[config.mk]
export PLATFORM = sky130hd
export DESIGN_NAME = iter_divider
export DESIGN_NICKNAME = d
export VERILOG_FILES = /design/src/rtl/iter_divider.sv
export SDC_FILE = /design/constraint.sdc
export NUM_CORES = 1
export LEC_CHECK = 0
export BUFFER_PORTS_ARGS = -buffer_cell sky130_fd_sc_hd__buf_2
export CAP_MARGIN = 30
export CORE_MARGIN = 10
export CORE_UTILIZATION = 40
export CTS_BUF_LIST = sky130_fd_sc_hd__clkbuf_4 sky130_fd_sc_hd__clkbuf_8
export DETAILED_ROUTE_END_ITERATION = 12
export HOLD_SLACK_MARGIN = 0.05
export SETUP_SLACK_MARGIN = 0.15
export SLEW_MARGIN = 10
export SYNTH_ARGS = -nofsm -noshare
export SYNTH_HDL_FRONTEND = slang
export SYNTH_SLANG_ARGS = --single-unit
[constraint.sdc]
create_clock -name clk -period 7.5 [get_ports clk]
set_clock_uncertainty 0.2 [all_clocks]
set_input_delay 1.5 -clock clk [delete_from_list [all_inputs] [get_ports clk]]
set_output_delay 1.5 -clock clk [all_outputs]
set_load 0.02 [all_outputs]
[src/rtl/iter_divider.sv]
// Purpose: radix-2 restoring divider for DIV/DIVU; quotient on result_lo, remainder on result_hi.
// Latency: WIDTH+1 cycles from acceptance to the ready pulse (1 cycle when dividing by zero).
// Backpressure: div_stall holds the pipeline while busy; annul or rst abandon the operation.
module iter_divider #(
  parameter int WIDTH = 32,
  parameter int CNT_W = 6
) (
  input  logic             clk,
  input  logic             rst,
  input  logic             start,
  input  logic             signed_div,
  input  logic [WIDTH-1:0] a,
  input  logic [WIDTH-1:0] b,
  input  logic             annul,
  output logic             div_stall,
  output logic             ready,
  output logic [WIDTH-1:0] result_lo,
  output logic [WIDTH-1:0] result_hi
);

  typedef enum logic [1:0] {IDLE, BUSY, DONE} state_t;

  state_t           state;
  state_t           nextState;
  logic [WIDTH-1:0] divisor;
  logic [WIDTH-1:0] quo;
  logic [WIDTH-1:0] rem;
  logic [CNT_W-1:0] cnt;
  logic             quoNeg;
  logic             remNeg;

  logic             accept;
  logic             divByZero;
  logic             lastIter;
  logic [WIDTH-1:0] magA;
  logic [WIDTH-1:0] magB;
  logic [WIDTH:0]   shl;
  logic             borrow;
  logic [WIDTH-1:0] diff;
  logic [WIDTH-1:0] remNext;
  logic [WIDTH-1:0] quoNext;

  assign accept    = (state == IDLE) && start && !annul;
  assign divByZero = (b == '0);
  assign lastIter  = (cnt == CNT_W'(WIDTH - 1));

  // Magnitudes are only taken for signed divides; the most negative value maps onto itself.
  assign magA = (signed_div && a[WIDTH-1]) ? (~a + WIDTH'(1)) : a;
  assign magB = (signed_div && b[WIDTH-1]) ? (~b + WIDTH'(1)) : b;

  // One restoring step: the shifted remainder needs WIDTH+1 bits, but a successful
  // difference is always below the divisor, so the low WIDTH bits of the subtraction suffice.
  assign shl     = {rem, quo[WIDTH-1]};
  assign borrow  = (shl < {1'b0, divisor});
  assign diff    = shl[WIDTH-1:0] - divisor;
  assign remNext = borrow ? shl[WIDTH-1:0] : diff;
  assign quoNext = {quo[WIDTH-2:0], ~borrow};

  // State register.
  always_ff @(posedge clk or posedge rst) begin
    if (rst) state <= IDLE;
    else     state <= nextState;
  end

  // Next-state logic and stall request; the stall is dropped in DONE so EX can advance.
  always_comb begin
    nextState = state;
    div_stall = 1'b0;
    case (state)
      IDLE: begin
        if (accept) begin
          div_stall = 1'b1;
          nextState = divByZero ? DONE : BUSY;
        end
      end
      BUSY: begin
        if (annul) begin
          nextState = IDLE;
        end else begin
          div_stall = 1'b1;
          if (lastIter) nextState = DONE;
        end
      end
      DONE:    nextState = IDLE;
      default: nextState = IDLE;
    endcase
    // Reset must release the pipeline even while start is still held.
    if (rst) div_stall = 1'b0;
  end

  // Datapath: operand capture, iteration, and result registration on entry to DONE.
  always_ff @(posedge clk or posedge rst) begin
    if (rst) begin
      divisor   <= '0;
      quo       <= '0;
      rem       <= '0;
      cnt       <= '0;
      quoNeg    <= 1'b0;
      remNeg    <= 1'b0;
      ready     <= 1'b0;
      result_lo <= '0;
      result_hi <= '0;
    end else begin
      ready <= 1'b0;
      case (state)
        IDLE: begin
          if (accept) begin
            divisor <= magB;
            quo     <= magA;
            rem     <= '0;
            cnt     <= '0;
            quoNeg  <= (a[WIDTH-1] ^ b[WIDTH-1]) & signed_div;
            remNeg  <= a[WIDTH-1] & signed_div;
            if (divByZero) begin
              // Fixed, deterministic result for the architecturally undefined case.
              result_lo <= '1;
              result_hi <= a;
              ready     <= 1'b1;
            end
          end
        end
        BUSY: begin
          if (!annul) begin
            rem <= remNext;
            quo <= quoNext;
            cnt <= cnt + CNT_W'(1);
            if (lastIter) begin
              result_lo <= quoNeg ? (~quoNext + WIDTH'(1)) : quoNext;
              result_hi <= remNeg ? (~remNext + WIDTH'(1)) : remNext;
              ready     <= 1'b1;
            end
          end
        end
        default: ;
      endcase
    end
  end

endmodule

Yosys cells after proc, flatten, opt, wreduce, memory -nomap -nowiden
Cells that the tools add are included.
{ "totals": {"regBits": 171, "latchBits": 0, "ram_bits": 0, "mem_bits_ro": 0, "inputBits": 69, "output_inout_bits": 66, "elab_cells": 82, "memories": 0} }
{ "op_classes": {"addsub": 6, "multipliers": 0, "div": 0, "n_lt_le_gt_ge": 1, "n_eq_ne": 7, "shifts": 0, "muxes": 38, "bitwise": 8, "reduce_logical": 12} }
{ "ops": {"columns": ["cell", "count"], "rows": [
  ["2-to-1 mux 32 bit", 17],
  ["one-hot mux 32 bit (2 select lines)", 4],
  ["adder 32 x 1 -> 32 bit (second input constant)", 4],
  ["NOT 32 bit", 4],
  ["less-than comparator 33 x 32 -> 1 bit", 1],
  ["zero test 32 bit", 1],
  ["subtractor 32 bit", 1],
  ["2-to-1 mux 6 bit", 2],
  ["one-hot mux 6 bit (2 select lines)", 1],
  ["2-to-1 mux 2 bit", 4],
  ["!= test 2 bit (second input constant)", 4],
  ["2-to-1 mux 1 bit", 7],
  ["adder 6 x 1 -> 6 bit (second input constant)", 1],
  ["== test 6 x 5 -> 1 bit (second input constant)", 1],
  ["AND reduction 5 bit", 1],
  ["logical AND 1 bit", 4],
  ["one-hot mux 1 bit (2 select lines)", 2],
  ["one-hot mux 2 bit (2 select lines)", 1],
  ["AND reduction 2 bit", 2],
  ["!= test 3 bit (second input constant)", 1],
  ["AND reduction 3 bit", 1],
  ["bitwise AND 1 bit", 2],
  ["== test 2 x 1 -> 1 bit (second input constant)", 1],
  ["zero test 2 bit", 1],
  ["4 further kinds", 4]
]} }

Logic depth before layout (Yosys ltp)
Gate-level depths: netlist (run 1).
{ "depth": {"depth_word": 8, "ltp_mapped": 26, "depth_no_buf": 21} }

Worst setup path before layout (run 1)
No wires, ideal clock.
{ "synth_path": {"path_type": "register to register", "startpoint": "reg rem[7]", "endpoint": "reg result_hi[24]", "setup_time_ps": 138, "t_arrival_ps": 4755, "t_required_ps": 7162, "setup_slack_ps": 2407, "stages_incl_launch_ff": 23, "n_path_buf": 4, "synth_period_minus_slack_ps": 5093, "path_cell_list": "dfrtp_1 -> ha_1 -> buf_2 -> nand2_1 -> o21ai_0 -> nor3b_2 -> o311ai_2 -> nand2_4 -> buf_2 -> buf_2 -> buf_2 -> mux2i_1 -> ha_1 -> nand3b_1 -> mux2i_1 -> o211ai_1 -> nor4_1 -> and2_1 -> a32oi_1 -> o31ai_1 -> a21boi_0 -> xnor2_1 -> a21oi_1"} }
{ "synth_via": {"elab_chain_cells": 8, "word_cells_on_any_way": 9, "cone_classes": "add/sub: 2; order compare: 1; mux: 5; bitwise: 1"} }
{ "synth_lines": {"columns": ["item", "line_no", "source"], "rows": [
  ["start, declared", "27", "logic [WIDTH-1:0] rem;"],
  ["start signal, assigned", "124", "rem <= remNext;"],
  ["subtractor 32 bit / less-than comparator 33 x 32 -> 1 bit (equally long branches)", "55, 54", null],
  ["2-to-1 mux 32 bit *", "56", "assign remNext = borrow ? shl[WIDTH-1:0] : diff;"],
  ["NOT 32 bit", "129", "result_hi <= remNeg ? (~remNext + WIDTH'(1)) : remNext;"],
  ["adder 32 x 1 -> 32 bit", "129", null],
  ["2-to-1 mux 32 bit *", "129", null],
  ["2-to-1 mux 32 bit *", "127", "if (lastIter) begin"],
  ["2-to-1 mux 32 bit *", "123", "if (!annul) begin"],
  ["one-hot mux 32 bit (2 select lines) *", "105", "case (state)"],
  ["end signal, assigned", "129", null],
  ["end, declared", "18", "output logic [WIDTH-1:0] result_hi"]
]} }
Every way passes the cells marked *; elsewhere a longest branch is shown, timed or not. The select of a mux whose other input is x is not followed.
A chain may end at the register's enable or synchronous reset.

Worst setup path after layout (run 1)
{ "layout_path": {"startpoint": "reg rem[6]", "endpoint": "reg result_hi[24]"} }
The elaborated chain is that of the path after synthesis.

==> results of run 1 <==
-- worst max path at each step --
stage | start | endpoint | slack (ps) | cells after the start
after floorplan | rst | cnt[0] | 1170 | 1
after global placement | rem[6] | result_hi[24] | 1940 | 18
after detailed placement | rem[7] | result_hi[24] | 1770 | 18
after CTS | rem[7] | result_hi[24] | 1740 | 18
after global routing | rem[6] | result_hi[22] | 1260 | 18
final | rem[6] | result_hi[24] | 1760 | 18
-- registers in the layout, summed over array words and instances, names as in the netlist --
signal,cells
rem,32
remNeg,1
cnt,6
result_hi,32
state,2
result_lo,32
quoNeg,1
ready,1
divisor,32
quo,32
-- layer usage --
| metal | vias up | share of wire (%) | GRT usage (%) |
|---|---|---|---|
| li1 | 5587 | - | - |
| met1 | 5596 | 46 | 28.56 |
| met2 | 421 | 47 | 33.16 |
| met3 | 40 | 6.2 | 3.407 |
| met4 | 0 | 1.5 | 4.940 |
| met5 | - | 0 | 0 |
-- area by class of cell --
class | instances | area [sq um] | area share (%)
timing repair buffer | 151 | 845.8 | 6.208
sequential | 171 | 4279 | 31.41
multi-input combinational | 1197 | 7401 | 54.32
antenna | 3 | 7.507 | 0.05510
clock inverter | 12 | 126.4 | 0.9275
tap | 390 | 488.0 | 3.582
clock buffer | 20 | 269.0 | 1.974
inverter | 54 | 207.7 | 1.524
-- layout by cell type, fill, tap and decap left out, types with 14 or more instances in the layout --
cell / n
clkbuf_8: 19
or4_1: 14
dfrtp_1: 171
a21oi_1: 126
xor2_1: 81
inv_1: 51
o21ai_0: 172
nand4_1: 17
nor2_1: 133
buf_2: 134
nand2_1: 195
or3_1: 19
nand3_1: 16
o31ai_1: 35
mux2i_1: 25
a31oi_1: 33
xnor2_1: 42
nor3_1: 32
ha_1: 37
-- power by group through the flow --
stage / clock network, mW / registers (mW) / logic (mW)
final: 0.700 / 1.32 / 3.31
after global routing: 0.749 / 1.34 / 3.62
after CTS: 0.709 / 1.31 / 3.24
after detailed placement: 0 / 1.33 / 3.23
after global placement: 0 / 1.33 / 3.22
after floorplan: 0 / 1.24 / 2.45
-- cell usage after synthesis, types with 19 or more instances --
library cell / instances / area [sq um]
nor2_1: 134 / 503.0
clkbuf_1: 61 / 229.0
nor3_1: 32 / 160.2
ha_1: 37 / 462.9
nand2_1: 195 / 732.0
inv_1: 52 / 195.2
xnor2_1: 42 / 367.9
a31oi_1: 34 / 212.7
a21oi_1: 126 / 630.6
dfrtp_1: 171 / 4279
or3_1: 19 / 118.9
o31ai_1: 35 / 262.8
xor2_1: 81 / 709.4
o21ai_0: 172 / 860.8
mux2i_1: 25 / 250.2
-- cells by family after synthesis --
group	Yosys count
AOI/OAI and AO/OA	482
buffers and inverters	137
DFF	171
and+or+nand+nor	515
muxes	39
xor gates and xnor gates	123
adders and majority gates	38
-- worst min-delay path, cell delays in order, from the launching register on --
cell and delay [ps]:
dfrtp_1 350, nand2_1 50, o21ai_0 60
==> run_results.csv, run 1 <==
group,metric,value,unit
sta,max_slew.worst_pin.slew,938.0,ps
clocking,cts_max_level,4,
layout,nets,1699,
power,clockPowerShare,13.1,%
routing,wl,40420,um
synth,synth_xor_area_share,8.844,%
power,p_int,2.561,mW
critical_path,r2r_start,"rem[6]",
power,power_frac_comb,62.2,%
critical_path,max_stage_delay,650,ps
synth,syn_area,12180,sq um
critical_path,crit_type,"reg -> reg",
sta,hold_slack,284.9,ps
synth,synth_top_family_by_area,"compound AO/OA/AOI/OAI gates",
synth,synth_seq_cells,171,
power,power.share.switching,51.91,%
sta,timing.final.crit_share,76.56,%
flow_run,maxCapViolations,0,
global_route,grt_pass1_vias,11130,
critical_path,reg2reg_depth,18,
power,p_sw,2.765,mW
power,pwr_density_cell,390.9,nW/um^2
clocking,postCtsHoldBufs,0,
sta,fin_setup_tns,0,ps
critical_path,cpMaxStageDelayCell,"nand2_4",
global_route,grt_max_degree,97,
synth,syn_nets,1612,
worst_hold_path,hold_start,"divisor[10]",
layout,fillCellCount,2984,
critical_path,r2r-end,"result_hi[24]",
sta,setup-violations-final,0,
placed_design,place_area,13190,sq um
run_status,outcome,"finished, final reports clean",
die,die_area,37830,sq um
synth,synth-simple-area-share,19.93,%
clocking,clock_latency,510,ps
layout,syn2layout_area_growth,11.85,%
routing,vias,11640,
routing,avgViaCountPerCell,5.828,
die,core_area,29870,sq um
power,fin_total_pwr,5.326,mW
placed_design,pre_cts_ws,1770,ps
synth,synth_edf_count,0,
clocking,cts_tree,"yes",
critical_path,path_delay_family,"simple AND/OR/NAND/NOR gates",
sta,finalCriticalPeriod,5742,ps
synth,synthAdderAreaFrac,3.965,%
power,max-vdd-ir-drop,210.1,uV
critical_path,crit_path_max_fanout,55,
routing,drt_pass1_iterations,5,
placed_design,hpwl,30570,um
global_route,antenna_found_initial,1,
placed_design,placedCellCount,1961,
placed_design,io_buffers,134,
layout,fin_cells,1998,
routing,ant_nets,0,
clocking,clkTransAtPathRegs,110,ps
die,start_util,40.77,%
synth,synth.avg_cell_area,8.093,sq um
synth,ys_types,80,
worst_hold_path,hold_depth,2,
critical_path,crit_buf_inv,0,
critical_path,cp.arrival,5920,ps
sta,maxSlewViolCount,0,
global_route,grt_pass1_wl,63940,um
synth,synthMuxAreaShare,3.369,%
layout,final_cell_area,13620,sq um
synth,synthArstFlopShare,100.0,%
global_route,globalRouteOverflowTotal,0,
clocking,cts.sinks,171,
sta,timing.fmax,174.1,MHz
clocking,post_cts.repair.setup_buffers,0,
synth,synth.yosys.seq_area_share,35.13,%
die,die_y,194.5,um
critical_path,cp_cell_sequence,"ha_1, nand2_1, o21ai_0, nor3b_2, o311ai_2, nand2_4, mux2i_1, ha_1, nand3b_1, mux2i_1, o211ai_1, nor4_1, and2_1, a32oi_1, o31ai_1, a21boi_0, xnor2_1, a21oi_1",
layout,drive_gt1_share,14.14,%
global_route,grt.total_usage,20.75,%
placed_design,place_congestion,0.9110,
synth,synth_compound_gate_area_share,24.37,%
clocking,cts_made_buffers,17,
critical_path,crit_required,7680,ps
sta,grt_setup_unrepaired,"no",
sta,hold_viol,0,
sta,maxSlewHeadroom,37.33,%
routing,avgRoutedWirePerCell,20.23,um
synth,yosysWarnings,0,
die,fp.dieW,194.5,um
routing,drtIter0Drc,957,
synth,synth_ff_type,"dfrtp_1",
routing,drc,0,
sta,timing.final.ws_setup,1758,ps
clocking,clock_path_buffers,2,
critical_path,worst-r2r-setup-slack,1760,ps
die,rows,63,
critical_path,endpoint_kind,"register",
clocking,cts_root_buffer,"clkbuf_8",
worst_hold_path,min_path_type,"reg -> reg",
power,p_seq_share,24.7,%
layout,final_util,45.60,%
die,ioPinCount,135,
power,static-leakage-power,6.064,nW
synth,netlist_instances,1505,
clocking,ctsResizeCount,0,
worst_hold_path,whs_endpoint,"divisor[10]",
critical_path,cp-start-kind,"register",
Power figures use the tool's default switching activity.
==> inputs of run 2 (changes only) <==
Clock period 7.5 ns to 5.75 ns, I/O delays scaled along.
==> run 2 against run 1 <==
Utilization rose by 0.18 points; combinational power rose by 34%; critical path depth unchanged; critical endpoint unchanged; cell area rose by 0.40%; final cell count is 0.20% higher; power is 33% higher; register-to-register slack worse by 1100 ps; non-clock buffer count increased by 8; setup slack worse by 1100 ps; count of clock-buffer cells in the layout decreased by 1; worst hold slack worse by 9.3 ps.
==> run_results.csv, run 2 (synthesis results as in run 1) <==
group,metric,value,unit
sta,timing.fmax,194.6,MHz
layout,final_util,45.79,%
critical_path,r2r_start,"rem[6]",
flow_run,maxCapViolations,0,
critical_path,crit_buf_inv,0,
critical_path,endpoint_kind,"register",
routing,dr_wl_met3,2304,um
clocking,post_cts.repair.setup_buffers,0,
power,static-leakage-power,6.096,nW
die,die_y,194.5,um
die,fp.dieW,194.5,um
critical_path,r2r-end,"result_hi[24]",
clocking,cts_tree,"yes",
routing,ant_nets,0,
critical_path,crit_required,5930,ps
placed_design,place_area,13290,sq um
clocking,cts_made_buffers,17,
layout,drive_gt1_share,14.52,%
layout,antenna_cells,0,
critical_path,cp-start-kind,"register",
routing,wl_met1,19100,um
global_route,grt_max_degree,172,
clocking,cts_root_buffer,"clkbuf_8",
placed_design,place_congestion,0.9393,
sta,timing.final.crit_share,89.39,%
placed_design,io_buffers,134,
critical_path,path_depth,18,
placed_design,hpwl,31090,um
global_route,grt.total_usage,20.76,%
clocking,clkTransAtPathRegs,110,ps
routing,wl_met2,18720,um
sta,hold_slack,275.6,ps
critical_path,max_stage_delay,510,ps
routing,avgRoutedWirePerCell,20.35,um
global_route,antenna_found_initial,0,
die,ioPinCount,135,
clocking,cts.sinks,171,
clocking,clock_path_buffers,2,
routing,wl,40750,um
layout,final_cell_area,13680,sq um
routing,drt_pass1_iterations,7,
sta,timing.final.ws_setup,610.3,ps
critical_path,cpMaxStageDelayCell,"ha_1",
routing,drtIter0Drc,944,
sta,fin_setup_tns,0,ps
power,pwr_density_cell,516.1,nW/um^2
critical_path,cp-endpoint,"result_hi[24]",
die,die_area,37830,sq um
sta,maxSlewViolCount,0,
global_route,globalRouteOverflowTotal,0,
sta,maxSlewHeadroom,33.48,%
routing,top_layer,"met4",
sta,setup-violations-final,0,
critical_path,crit_path_max_fanout,10,
sta,hold_viol,0,
layout,nets,1707,
critical_path,path_delay_family,"compound AO/OA/AOI/OAI gates",
layout,final_common_cell,"nand2_1",
critical_path,crit_type,"reg -> reg",
worst_hold_path,min_path_type,"reg -> reg",
layout,syn2layout_area_growth,12.31,%
critical_path,cp.arrival,5320,ps
critical_path,reg2reg_depth,18,
critical_path,cp_cell_sequence,"ha_1, nand2_1, o21ai_0, nor3b_4, o311ai_2, nand2_4, mux2i_1, ha_1, nand3b_1, mux2i_1, o211ai_1, nor4_1, and2_1, a32oi_1, o31ai_1, a21boi_0, xnor2_1, a21oi_1",
die,core_area,29870,sq um
routing,vias,11490,
die,rows,63,
routing,avgViaCountPerCell,5.738,
critical_path,cp-startpoint,"rem[6]",
power,max-vdd-ir-drop,213.8,uV
critical_path,worst-r2r-setup-slack,610,ps
placed_design,pre_cts_ws,652.1,ps
layout,fillCellCount,3014,
clocking,cts_max_level,4,
sta,grt_setup_unrepaired,"no",
run_status,outcome,"finished, final reports clean",
routing,drc,0,
clocking,clock_latency,490,ps
layout,final_cell_mix,"nand2_1, o21ai_0, dfrtp_1",
global_route,grt_pass1_vias,10970,
global_route,grt_pass1_wl,63750,um
sta,finalCriticalPeriod,5140,ps
die,start_util,40.77,%
sta,max_slew.worst_pin.slew,997.9,ps
run 2: changes by cell type in the layout (fill, tap and decap cells not counted), moves of 2 or more:
cell and delta:
buf_4 +9, clkinvlp_4 +4, diode_2 -3, buf_8 -2
clkbuf_8 -2, clkinv_4 -2, inv_8 -2
run 2: repair_timing:
item                       CTS  global route
setup endpoints to repair    0             1
gates resized for setup      0             1
hold buffers                 0             0
hold endpoints to repair     0             0
run 2: worst register-to-register path: stages (launching register included):
cell and delay [ps]:
dfrtp_1 480, ha_1 510, nand2_1 80, o21ai_0 400, nor3b_4 390, o311ai_2 220
nand2_4 210, mux2i_1 290, ha_1 240, nand3b_1 90, mux2i_1 200, o211ai_1 180
nor4_1 310, and2_1 180, a32oi_1 140, o31ai_1 410, a21boi_0 270, xnor2_1 150
a21oi_1 80
run 2: per-layer routing:
layer | track usage, % | vias up
met4 | 4.571 | 0
met3 | 3.820 | 38
met2 | 32.92 | 332
met1 | 28.67 | 5505
li1 | - | 5612
met5 | 0 | -
run 2: worst min-delay path by stage:
stage	slack, ps	to	depth (start not counted)	from
final	280	cnt[5]	1	cnt[5]
after global routing	310	cnt[5]	1	cnt[5]
after CTS	280	cnt[5]	1	cnt[5]
after detailed placement	260	cnt[5]	1	cnt[5]
after global placement	260	cnt[5]	1	cnt[5]
after floorplan	240	cnt[5]	1	cnt[5]
run 2: cell type report:
| class | instances | area [sq um] | share of cell area (%) |
|---|---|---|---|
| repair buffers | 159 | 910.9 | 6.659 |
| clock inverters | 12 | 138.9 | 1.015 |
| flip-flops and latches | 171 | 4279 | 31.28 |
| well taps | 390 | 488.0 | 3.567 |
| multi-input cells | 1197 | 7407 | 54.15 |
| clock buffers | 19 | 249.0 | 1.820 |
| inverters | 54 | 206.4 | 1.509 |
run 2: report_power, final:
group          internal (mW)  switching [mW]  leakage (nW)  total (mW)
Combinational           1.62            2.84          3.63        4.45
Sequential              1.41           0.292          2.27        1.71
Clock                  0.400           0.501         0.192       0.901
run 2: stage by stage:
| step | total power [mW] | std cells |
|---|---|---|
| finish | 7.060 | 2002 |
| global route | 7.551 | 2002 |
| CTS | 6.994 | 2002 |
| detailed placement | 6.085 | 1971 |
| global placement | 6.046 | 1969 |
| floorplan | 4.813 | 1505 |
==> inputs of run 3 (changes only) <==
Settings changed: CELL_PAD_IN_SITES_DETAIL_PLACEMENT from default to 1, CELL_PAD_IN_SITES_GLOBAL_PLACEMENT from default to 2, CORE_UTILIZATION 40 to 37, PLACE_DENSITY_LB_ADDON from default to 0.1.
==> run 3 against run 2 <==
Flip-flop and latch count unchanged; die area is 7.3% higher; critical endpoint unchanged; non-clock buffer count is 3 higher; highest routed layer unchanged.
==> run_results.csv, run 3 (synthesis results as in run 1) <==
group,metric,value,unit
run_status,outcome,"finished, final reports clean",
layout,fillCellCount,3997,
die,die_y,201.4,um
sta,timing.fmax,195.5,MHz
power,clockPowerShare,13.2,%
sta,maxSlewHeadroom,40.17,%
flow_run,maxCapViolations,0,
critical_path,cp-start-kind,"register",
power,power_frac_comb,62.5,%
clocking,cts_root_buffer,"clkbuf_8",
layout,fin_cells,2058,
placed_design,place_congestion,0.8803,
critical_path,endpoint_kind,"register",
clocking,clkTransAtPathRegs,110,ps
global_route,antenna_found_initial,0,
critical_path,cp.arrival,5310,ps
routing,vias,11610,
sta,max_slew.worst_pin.slew,892.0,ps
clocking,cts_made_buffers,17,
sta,maxSlewViolCount,0,
layout,nets,1710,
die,rows,66,
clocking,cts_tree,"yes",
layout,final_cell_mix,"nand2_1, o21ai_0, dfrtp_1",
routing,ant_nets,0,
critical_path,r2r-end,"result_hi[24]",
sta,hold_viol,0,
sta,fin_setup_tns,0,ps
worst_hold_path,whs_endpoint,"cnt[5]",
layout,antenna_cells,0,
placed_design,hpwl,34420,um
power,p_int,3.444,mW
routing,drc,0,
worst_hold_path,hold_depth,1,
power,static-leakage-power,6.109,nW
global_route,grt_pass1_vias,11860,
die,core_area,32540,sq um
power,power.share.switching,52.13,%
placed_design,placedCellCount,2025,
global_route,grt.total_usage,21.80,%
critical_path,crit_required,5950,ps
layout,syn2layout_area_growth,13.20,%
sta,timing.final.crit_share,88.95,%
clocking,cts.sinks,171,
routing,drtIter0Drc,674,
sta,setup-violations-final,0,
die,die_area,40580,sq um
global_route,grt_pass1_wl,70480,um
routing,avgRoutedWirePerCell,21.65,um
critical_path,crit_path_max_fanout,7,
critical_path,r2r_start,"rem[29]",
power,p_seq_share,24.3,%
placed_design,io_buffers,134,
routing,avgViaCountPerCell,5.640,
layout,final_common_cell,"nand2_1",
die,fp.dieW,201.4,um
die,start_util,37.44,%
power,max-vdd-ir-drop,272.0,uV
clocking,clock_path_buffers,2,
clocking,clock_latency,510,ps
routing,wl,44550,um
die,ioPinCount,135,
worst_hold_path,min_path_type,"reg -> reg",
clocking,cts_max_level,4,
clocking,post_cts.repair.setup_buffers,0,
power,pwr_density_cell,521.7,nW/um^2
sta,grt_setup_unrepaired,"no",
global_route,globalRouteOverflowTotal,0,
critical_path,reg2reg_depth,18,
worst_hold_path,hold_start,"cnt[5]",
global_route,grt_max_degree,127,
critical_path,crit_type,"reg -> reg",
critical_path,worst-r2r-setup-slack,640,ps
power,p_sw,3.750,mW
layout,drive_gt1_share,14.79,%
routing,drt_pass1_iterations,5,
sta,finalCriticalPeriod,5115,ps
==> run 3: changes by cell type in the layout (fill, tap and decap cells not counted), sizes merged <==
cell      delta
buf          +2
clkinvlp     -1
inv          +4
clkbuf       -1
==> run 3: worst max-delay path by stage <==
| stage | start | to | cells after the start |
|---|---|---|---|
| floorplan | rem[7] | result_hi[24] | 22 |
| global placement | rem[7] | result_hi[18] | 17 |
| detailed placement | rem[7] | result_hi[24] | 18 |
| CTS | rem[6] | result_hi[18] | 17 |
| global route | rem[6] | result_hi[24] | 18 |
| finish | rem[29] | result_hi[24] | 18 |
==> run 3: critical path, cell delays in order (launching register included) <==
cell	delay [ps]
dfrtp_1	420
ha_1	380
a21o_1	210
a211oi_1	370
o21ai_0	310
a21oi_2	390
nand2_4	130
mux2i_1	280
ha_1	260
nand3b_1	90
mux2i_1	200
o211ai_1	180
nor4_2	300
and2_1	180
a32oi_1	140
o31ai_1	430
a21boi_0	290
xnor2_1	160
a21oi_1	90
==> run 3: final cells by class <==
class / count / area, sq um / share of cell area (%)
Tap cell: 442 / 553.0 / 4.011
Clock inverter: 15 / 177.7 / 1.289
Sequential cell: 171 / 4279 / 31.03
Timing Repair Buffer: 162 / 930.9 / 6.751
Inverter: 54 / 206.4 / 1.497
Multi-Input combinational cell: 1197 / 7407 / 53.72
Clock buffer: 17 / 234.0 / 1.697
==> run 3: power groups by stage <==
| stage | logic (mW) | registers, mW | clock network (mW) |
|---|---|---|---|
| 2_1_floorplan | 3.20 | 1.61 | 0 |
| 3_3_place_gp | 4.38 | 1.77 | 0 |
| 3_5_place_dp | 4.43 | 1.77 | 0 |
| 4_1_cts | 4.46 | 1.75 | 0.976 |
| 5_1_grt | 4.97 | 1.78 | 1.02 |
| 6_report | 4.50 | 1.75 | 0.946 |
==> run 3: per-layer routing <==
layer	wire, um	part of all wire [%]	track usage (%)	vias up
met3	1878	4.2	4.096	27
met4	568	1.3	4.403	0
met1	21490	48	29.80	5781
met5	0	0	0	-
met2	20620	46	35.12	200
li1	-	-	-	5600
==> run 3: per-stage QoR <==
| stage | hold WS [ps] | instance area, sq um | total power, mW | util [%] | setup WS (ps) |
|---|---|---|---|---|---|
| floorplan | 237.4 | 12180 | 4.813 | - | 657.4 |
| global placement | 251.1 | 13330 | 6.147 | 40.97 | 568.7 |
| detailed placement | 270.9 | 13350 | 6.200 | 41.02 | 517.3 |
| CTS | 287.1 | 13760 | 7.181 | 42.28 | 462.7 |
| global route | 311.1 | 13790 | 7.772 | 42.38 | 191.7 |
| finish | 287.6 | 13790 | 7.193 | 42.38 | 635.4 |
==> run 3: repair_timing <==
action | CTS | global route
resized for setup | 0 | 2
hold buffers | 0 | 0
endpoints found under the setup margin | 0 | 11
